## config.mk

```make
export PLATFORM = sky130hd
export DESIGN_NAME = gpio_seg7_scan_flat
export DESIGN_NICKNAME = d
export VERILOG_FILES = /design/src/rtl/gpio_seg7_scan_if.sv /design/src/rtl/gpio_seg7_scan.sv /design/src/flat_wrapper.sv
export SDC_FILE = /design/constraint.sdc
export NUM_CORES = 1
export LEC_CHECK = 0
export CORE_MARGIN = 3
export CORE_UTILIZATION = 50
export DETAILED_ROUTE_END_ITERATION = 12
export PLACE_DENSITY = 0.81
export SYNTH_ARGS = -nofsm -noshare
export SYNTH_HDL_FRONTEND = slang
export SYNTH_SLANG_ARGS = --single-unit
```

## constraint.sdc

```tcl
create_clock -name clk -period 3.8 [get_ports clk]
set_clock_uncertainty 0.2 [all_clocks]
set_input_delay 0.95 -clock clk [delete_from_list [all_inputs] [get_ports clk]]
set_output_delay 0.95 -clock clk [all_outputs]
set_load 0.005 [all_outputs]
```

## src/rtl/gpio_seg7_scan_if.sv

```systemverilog
// gpio_seg7_if
//   Bundles the GPIO-to-display signals between the CPU side and the scan block.
//   master : CPU/GPIO side. Drives data_in, dp_in and blank_en. Receives the display pins.
//   slave  : display scanner. Receives data_in, dp_in and blank_en. Drives an, seg, dp and frame_done.
//   data_in    32  GPIO output word; nibble k drives digit k (0 = rightmost)
//   dp_in      8   decimal-point enables, bit k -> digit k (1 = lit)
//   blank_en   1   1 = blank leading zeros
//   an         8   anode selects, active-low
//   seg        7   segments {g,f,e,d,c,b,a}, active-low
//   dp         1   decimal point, active-low
//   frame_done 1   one-cycle pulse at each frame end / shadow reload
interface gpio_seg7_if;
    logic [31:0] data_in;
    logic [7:0]  dp_in;
    logic        blank_en;
    logic [7:0]  an;
    logic [6:0]  seg;
    logic        dp;
    logic        frame_done;

    modport master (
        output data_in, dp_in, blank_en,
        input  an, seg, dp, frame_done
    );

    modport slave (
        input  data_in, dp_in, blank_en,
        output an, seg, dp, frame_done
    );
endinterface

```

## src/rtl/gpio_seg7_scan.sv

```systemverilog
// gpio_seg7_scan
//   Time-multiplexes the eight hex nibbles of the CPU GPIO word onto an 8-digit
//   common-anode seven-segment display. The block blanks leading zeros and keeps
//   each digit dark for a short guard time at the start of its window, so the
//   previous digit does not ghost onto the next one. The GPIO word is shadowed
//   only at frame ends, which keeps a write in the middle of a scan from tearing
//   the displayed value.
//   Parameters:
//     DIGIT_CYCLES  clk cycles per digit window (>= 4)
//     GUARD         dark cycles at the start of each window (< DIGIT_CYCLES)
//   Ports:
//     clk  rising-edge clock
//     rst  synchronous active-high reset
//     bus  gpio_seg7_if.slave (data_in/dp_in/blank_en in; an/seg/dp/frame_done out)
module gpio_seg7_scan #(
    parameter int DIGIT_CYCLES = 100000,
    parameter int GUARD        = 4
) (
    input  logic          clk,
    input  logic          rst,
    gpio_seg7_if.slave    bus
);
    localparam int CNT_W = (DIGIT_CYCLES > 1) ? $clog2(DIGIT_CYCLES) : 1;
    localparam logic [CNT_W-1:0] CNT_MAX = CNT_W'(DIGIT_CYCLES - 1);
    localparam logic [CNT_W-1:0] GUARD_C = CNT_W'(GUARD);

    // Active-low {g,f,e,d,c,b,a} glyphs for hex digits.
    function automatic logic [6:0] hex7(input logic [3:0] n);
        case (n)
            4'h0: hex7 = 7'h40;
            4'h1: hex7 = 7'h79;
            4'h2: hex7 = 7'h24;
            4'h3: hex7 = 7'h30;
            4'h4: hex7 = 7'h19;
            4'h5: hex7 = 7'h12;
            4'h6: hex7 = 7'h02;
            4'h7: hex7 = 7'h78;
            4'h8: hex7 = 7'h00;
            4'h9: hex7 = 7'h10;
            4'hA: hex7 = 7'h08;
            4'hB: hex7 = 7'h03;
            4'hC: hex7 = 7'h46;
            4'hD: hex7 = 7'h21;
            4'hE: hex7 = 7'h06;
            default: hex7 = 7'h0E;
        endcase
    endfunction

    // A digit is a leading zero when it and every nibble above it are zero.
    // Digit 0 always shows, so an all-zero word still reads "0".
    function automatic logic digit_blanked(input logic [31:0] word, input logic [2:0] d,
                                           input logic en);
        logic [31:0] upper;
        upper = word >> {d, 2'b00};
        digit_blanked = en && (d != 3'd0) && (upper == 32'h0);
    endfunction

    logic [CNT_W-1:0] cnt_q, cnt_d;
    logic [2:0]       digit_q, digit_d;
    logic [31:0]      shadow_data_q, shadow_data_d;
    logic [7:0]       shadow_dp_q, shadow_dp_d;
    logic [7:0]       an_q, an_d;
    logic [6:0]       seg_q, seg_d;
    logic             dp_q, dp_d;
    logic             frame_done_q, frame_done_d;

    logic             win_end;
    logic             frame_end;
    logic             lit;
    logic [3:0]       nibble;

    always_comb begin
        win_end   = (cnt_q == CNT_MAX);
        frame_end = win_end && (digit_q == 3'd7);

        cnt_d   = win_end ? '0 : cnt_q + CNT_W'(1);
        digit_d = win_end ? digit_q + 3'd1 : digit_q;

        shadow_data_d = frame_end ? bus.data_in : shadow_data_q;
        shadow_dp_d   = frame_end ? bus.dp_in   : shadow_dp_q;
        frame_done_d  = frame_end;

        // The outputs are derived from the current state, so every pin is one cycle behind it.
        nibble = shadow_data_q[{digit_q, 2'b00} +: 4];
        lit    = (cnt_q >= GUARD_C) && !digit_blanked(shadow_data_q, digit_q, bus.blank_en);

        an_d  = lit ? ~(8'd1 << digit_q)     : 8'hFF;
        seg_d = lit ? hex7(nibble)           : 7'h7F;
        dp_d  = lit ? ~shadow_dp_q[digit_q]  : 1'b1;
    end

    always_ff @(posedge clk) begin
        if (rst) begin
            cnt_q         <= '0;
            digit_q       <= 3'd0;
            shadow_data_q <= 32'h0;
            shadow_dp_q   <= 8'h0;
            an_q          <= 8'hFF;
            seg_q         <= 7'h7F;
            dp_q          <= 1'b1;
            frame_done_q  <= 1'b0;
        end else begin
            cnt_q         <= cnt_d;
            digit_q       <= digit_d;
            shadow_data_q <= shadow_data_d;
            shadow_dp_q   <= shadow_dp_d;
            an_q          <= an_d;
            seg_q         <= seg_d;
            dp_q          <= dp_d;
            frame_done_q  <= frame_done_d;
        end
    end

    assign bus.an         = an_q;
    assign bus.seg        = seg_q;
    assign bus.dp         = dp_q;
    assign bus.frame_done = frame_done_q;
endmodule
```

## src/flat_wrapper.sv

```systemverilog
// flat-port wrapper written by rule: the top's interface ports become plain ports
module gpio_seg7_scan_flat 
#(
    parameter int DIGIT_CYCLES = 100000,
    parameter int GUARD        = 4
)
  (clk, rst, bus_data_in, bus_dp_in, bus_blank_en, bus_an, bus_seg, bus_dp, bus_frame_done);
  gpio_seg7_if bus_i ();
  input  logic clk;
  input  logic rst;
  input wire logic [$bits(bus_i.data_in)-1:0] bus_data_in;
  input wire logic [$bits(bus_i.dp_in)-1:0] bus_dp_in;
  input wire logic [$bits(bus_i.blank_en)-1:0] bus_blank_en;
  output wire logic [$bits(bus_i.an)-1:0] bus_an;
  output wire logic [$bits(bus_i.seg)-1:0] bus_seg;
  output wire logic [$bits(bus_i.dp)-1:0] bus_dp;
  output wire logic [$bits(bus_i.frame_done)-1:0] bus_frame_done;
  assign bus_i.data_in = bus_data_in;
  assign bus_i.dp_in = bus_dp_in;
  assign bus_i.blank_en = bus_blank_en;
  assign bus_an = bus_i.an;
  assign bus_seg = bus_i.seg;
  assign bus_dp = bus_i.dp;
  assign bus_frame_done = bus_i.frame_done;
  gpio_seg7_scan #(.DIGIT_CYCLES(DIGIT_CYCLES), .GUARD(GUARD)) u_core (.clk(clk), .rst(rst), .bus(bus_i));
endmodule
```

==> metrics.csv, run 1 <==
metric,value,unit
status,completed,
grt_util_all_layers,21.5,%
cp_common_cell,nand2_1,
vias,3209,
grt_remaining_overflow,0,
hp-class,flop to flop,
die_h,92.0,µm
endpoint_kind,flop,
vdd_drop_max,180,µV
synth-edff-count,0,
report.final.hold_viol_count,0,
rows,30,
ys_ff_latch,77,
port_buffers,59,
slew_violations,0,
slowest_stage,dfxtp_1,
core,6980,µm²
grt_start_max_net_pins,47,
place.gp.congestion,0.940,
dpl_cell_area,4340,µm²
cap_violations,0,
dp_hpwl,6250,µm
start_util,53.0,%
instances_no_fill,582,
worst-path-buf-inv,1,
path_cells,mux4_2 -> nand2_1 -> nand2_1 -> inv_1 -> ha_1 -> o2111ai_1 -> nor4_2 -> a2bb2oi_2 -> or3b_1,
layout_commonest_cell,nand2_1,
power,1390,µW
antenna_found_initial,0,
syn_area,3700,µm²
grt_pass1_wl,14800,µm
synth-main-ff-cell,dfxtp_1,
cp.arrival,3330,ps
cts-resized-gates,0,
via_per_inst,5.51,
path_class,flop to flop,
crit_path_start_kind,flop,
wl,8410,µm
async_flop_share,0,%
cts_max_level,3,
max_freq,309,MHz
cts_hold_repair.buffers,0,
diodes,0,
synth-seq-area-share,41.7,%
layout-drive-gt1-share,8.44,%
p_per_area,311,nW/µm²
setup-tns-final,0,ps
rsz0062_at_grt,false,
die_w,92.0,µm
clockBufferDepth,2,
area_growth,21.3,%
drtIter0Drc,227,
nets,539,
min_period_over_period,85.1,%
finalCriticalPeriod,3240,ps
drt_pass1_iterations,5,
cts_setup_buffers,0,
antenna_left,0,
fillCellCount,602,
pin_count,60,
netlist_instances,430,
placedCellCount,568,
fin_area,4490,µm²
worstMarginPinSlew,613,ps
cts_root_buf,clkbuf_8,
fin_util,64.3,%
grt_pass1_vias,3178,
numCtsBuffers,9,
yosys_warnings,0,
drc,0,
critical-path-max-stage-delay,690,ps
clk_latency,350,ps
crit_fanout,14,
cts.sinks,77,
cts_tree,done,
die_area,8470,µm²
wl_per_cell,14.5,µm
synth.distinct_cells,53,
setup_viol,0,
syn_nets,486,
syn-mean-instance-area,8.60,µm²
clkTransAtPathRegs,70,ps
final_cell_mix,"nand2_1, dfxtp_1, clkdlybuf4s50_1, a21oi_1, nor2_1",
slew_headroom,58.7,%
p_leak,0.00158,µW
critPathRequiredTime,3890,ps
cpLargestDelayFamily,simple AND/OR/NAND/NOR gates,
## cell families (layout without fill, tap and decap cells)
kind of cell	count (synthesis)	in the layout	synth area share (%)
flops	77	77	41.7
fa+ha+maj	13	13	4.40
simple gates	197	197	24.6
mux	21	21	9.20
xor+xnor	17	17	4.02
buf+inv	35	91	4.53
compound gates	70	70	11.6
## through the flow
stage               worst slack (ps)  hold slack [ps]
detailed placement               609              248
global placement                 746              239
CTS                              595              259
floorplan                        814              229
finish                           564              260
global route                     269              276
## registers in the layout (all words and copies together), names as in the netlist
register / cells
u_core.bus.an: 8
u_core.bus.dp: 1
u_core.bus.frame_done: 1
u_core.bus.seg: 7
u_core.cnt_q: 17
u_core.digit_q: 3
u_core.shadow_data_q: 32
u_core.shadow_dp_q: 8
## metal layers
metal / global-route usage (%) / part of all wire [%] / vias up
met3: 3.61 / 5.9 / 15
met1: 28.4 / 43 / 1506
met5: 0 / 0 / -
li1: - / - / 1590
met2: 34.8 / 49 / 98
met4: 9.03 / 2.3 / 0
## worst min-delay path: stages (launching register included)
cell and delay [ps]:
dfxtp_1 310, nand2_1 50, a21oi_1 50
## final timing paths
check | from | endpoint | slack (ps) | depth (start not counted)
max | u_core.digit_q[0] | u_core.bus.an[2] | 560 | 9
min | u_core.shadow_dp_q[4] | u_core.shadow_dp_q[4] | 260 | 2
max reg2reg | u_core.digit_q[0] | u_core.bus.an[2] | 560 | 9
min reg2reg | u_core.shadow_dp_q[4] | u_core.shadow_dp_q[4] | 260 | 2
## area by class of cell
cell class | count | area [µm²] | area share, %
Timing Repair Buffer | 67 | 651 | 14.5
Clock inverter | 3 | 15.0 | 0.335
Sequential cell | 77 | 1540 | 34.4
Clock buffer | 11 | 131 | 2.93
Inverter | 10 | 37.5 | 0.837
Multi-Input combinational cell | 318 | 1990 | 44.4
Tap cell | 96 | 120 | 2.68
## synthesized netlist by cell type (all sizes together) (2+ instances only)
master,number,share of area (%)
a21oi,44,6.0
nor3b,2,0.41
or4,2,0.41
inv,9,0.91
nor3,13,1.8
dfxtp,77,42
nand4,3,0.51
nand3,8,1.1
ha,13,4.4
mux2i,10,2.7
a211o,4,0.95
buf,12,2.2
o21ai,4,0.54
or3b,3,0.71
xor2,11,2.6
nor2,34,3.4
clkbuf,13,1.3
mux4,10,6.2
nor4b,2,0.47
o2111ai,2,0.47
nand2b,4,0.68
nor4,12,2.8
xnor2,6,1.4
a211oi,3,0.61
nand2,103,10
o22ai,2,0.34
or2,6,1.0
## power by group
part / leakage [µW] / internal (µW) / total, µW / switching (µW)
logic: 0.000875 / 50.0 / 73.9 / 23.9
clock network: 0.0000788 / 227 / 505 / 278
registers: 0.000622 / 812 / 816 / 4.08
total: 0.00158 / 1090 / 1390 / 306
No activity file was read; power rests on OpenSTA's default activity.
==> run 2: changes to the inputs <==
--- a/config.mk
+++ b/config.mk
@@ -9,6 +9,7 @@
 export CORE_UTILIZATION = 50
 export DETAILED_ROUTE_END_ITERATION = 12
 export PLACE_DENSITY = 0.81
+export REMOVE_ABC_BUFFERS = 1
 export SYNTH_ARGS = -nofsm -noshare
 export SYNTH_HDL_FRONTEND = slang
 export SYNTH_SLANG_ARGS = --single-unit
==> metrics.csv, run 2 (synthesis results as in run 1) <==
metric,value,unit
status,completed,
wl_per_cell,14.2,µm
largest_reg_flops,32,
setup_viol,0,
cts-resized-gates,0,
path_cells,mux4_2 -> nand2_1 -> nand2_1 -> inv_1 -> ha_1 -> o2111ai_1 -> nor4_2 -> a2bb2oi_2 -> or3b_1,
cp.arrival,3470,ps
crit_path_start_kind,flop,
hold_slack,254,ps
setup-tns-final,0,ps
clk_latency,340,ps
clockBufferDepth,2,
endpoint_kind,flop,
grt_pass1_vias,3084,
r2r_end,u_core.bus.an[2],
power_frac_comb,5.0,%
r2r_start,u_core.digit_q[0],
layout-drive-gt1-share,9.20,%
start_util,53.0,%
wl,8290,µm
max_freq,295,MHz
grt_start_max_net_pins,41,
cap_violations,0,
cts.sinks,77,
via_per_inst,5.49,
netSwitchingPower,308,µW
layout_commonest_cell,nand2_1,
clkTransAtPathRegs,80,ps
cts_hold_repair.buffers,0,
hp-class,flop to flop,
worstMarginPinSlew,744,ps
cp_common_cell,nand2_1,
ff2ff_path_depth,9,
placedCellCount,569,
slew_headroom,50.3,%
path_class,flop to flop,
vias,3213,
finalCriticalPeriod,3390,ps
grt_pass1_wl,14200,µm
slew_violations,0,
top_regs,"u_core.shadow_data_q x32, u_core.cnt_q x17",
rows,30,
pin_count,60,
rsz0062_at_grt,false,
drc,0,
vdd_drop_max,159,µV
core,6980,µm²
rrSetupSlack,410,ps
hp-start,u_core.shadow_dp_q[2],
p_per_area,335,nW/µm²
regMostFlops,u_core.shadow_data_q,
p_clk_share,41.6,%
cts_tree,done,
grt_util_all_layers,20.4,%
die_h,92.0,µm
area_growth,23.2,%
antenna_found_initial,0,
instances_no_fill,585,
min_period_over_period,89.2,%
cts_setup_buffers,0,
cts_root_buf,clkbuf_8,
dp_hpwl,6140,µm
holdPathStages,2,
critical-path-max-stage-delay,790,ps
diodes,0,
drt_pass1_iterations,5,
critPathRequiredTime,3880,ps
hold_path_end,u_core.shadow_dp_q[2],
internal-power,1220,µW
antenna_left,0,
port_buffers,59,
cts_max_level,3,
grt_remaining_overflow,0,
slowest_stage,dfxtp_1,
die_area,8470,µm²
crit_fanout,15,
p_sw_share,20.2,%
p_leak,0.00161,µW
report.final.hold_viol_count,0,
drtIter0Drc,227,
nets,540,
final_cell_mix,"nand2_1, dfxtp_1, clkdlybuf4s50_1, a21oi_1, nor2_1",
place.gp.congestion,0.976,
numCtsBuffers,9,
die_w,92.0,µm
seq_power_share,53.4,%
-- run 2: changes by cell type in the layout (fill, tap and decap cells not counted) --
| cell | delta |
|---|---|
| clkinv_2 | -2 |
| clkbuf_8 | +3 |
| clkinvlp_4 | +1 |
| clkbuf_1 | -1 |
| bufinv_16 | +1 |
| buf_4 | +1 |
-- run 2: worst max path at each step --
| stage | start | to | slack [ps] | cells after the start |
|---|---|---|---|---|
| 5_1_grt | u_core.digit_q[0] | u_core.bus.an[2] | 130 | 9 |
| 3_5_place_dp | u_core.digit_q[0] | u_core.bus.an[2] | 410 | 9 |
| 6_report | u_core.digit_q[0] | u_core.bus.an[2] | 410 | 9 |
| 2_1_floorplan | u_core.digit_q[1] | u_core.bus.seg[1] | 460 | 6 |
| 3_3_place_gp | u_core.digit_q[0] | u_core.bus.seg[1] | 520 | 9 |
| 4_1_cts | u_core.digit_q[0] | u_core.bus.an[2] | 410 | 9 |
-- run 2: layout make-up --
| type | instances | area [µm²] |
|---|---|---|
| inverter | 10 | 37.5 |
| clock buffer | 13 | 169 |
| multi-input combinational | 318 | 1990 |
| clock inverter | 3 | 42.5 |
| timing repair buffer | 68 | 658 |
| fill | 574 | 2420 |
| sequential | 77 | 1540 |
| tap | 96 | 120 |
-- run 2: power groups by stage --
stage,registers [µW],logic (µW),clock network [µW]
CTS,816,76.2,644
floorplan,835,13.8,0
finish,816,75.6,636
detailed placement,835,76.1,0
global placement,835,74.9,0
global route,817,82.0,681
-- run 2: stage by stage --
stage          util (%)  setup slack, ps  cell area, µm²  total power (µW)
2_1_floorplan         -              465            3570               848
3_3_place_gp       62.3              519            4350               910
3_5_place_dp       62.3              408            4350               911
4_1_cts            65.3              410            4560              1540
5_1_grt            65.3              127            4560              1580
6_report           65.3              410            4560              1530
-- run 2: critical path: cells and delay by family, from the launching register on --
kind / cells / cell delay, ps
AOI/OAI and AO/OA: 2 / 570
adders and majority gates: 1 / 240
buffers and inverters: 1 / 160
DFF: 1 / 790
muxes: 1 / 620
and+or+nand+nor: 4 / 760
-- run 2: per-layer routing --
metal	global-route usage [%]	up-vias	wire, µm
met1	25.8	1482	3640
met5	0	-	0
met4	7.43	0	106
met3	5.33	14	611
li1	-	1587	-
met2	33.6	130	3940
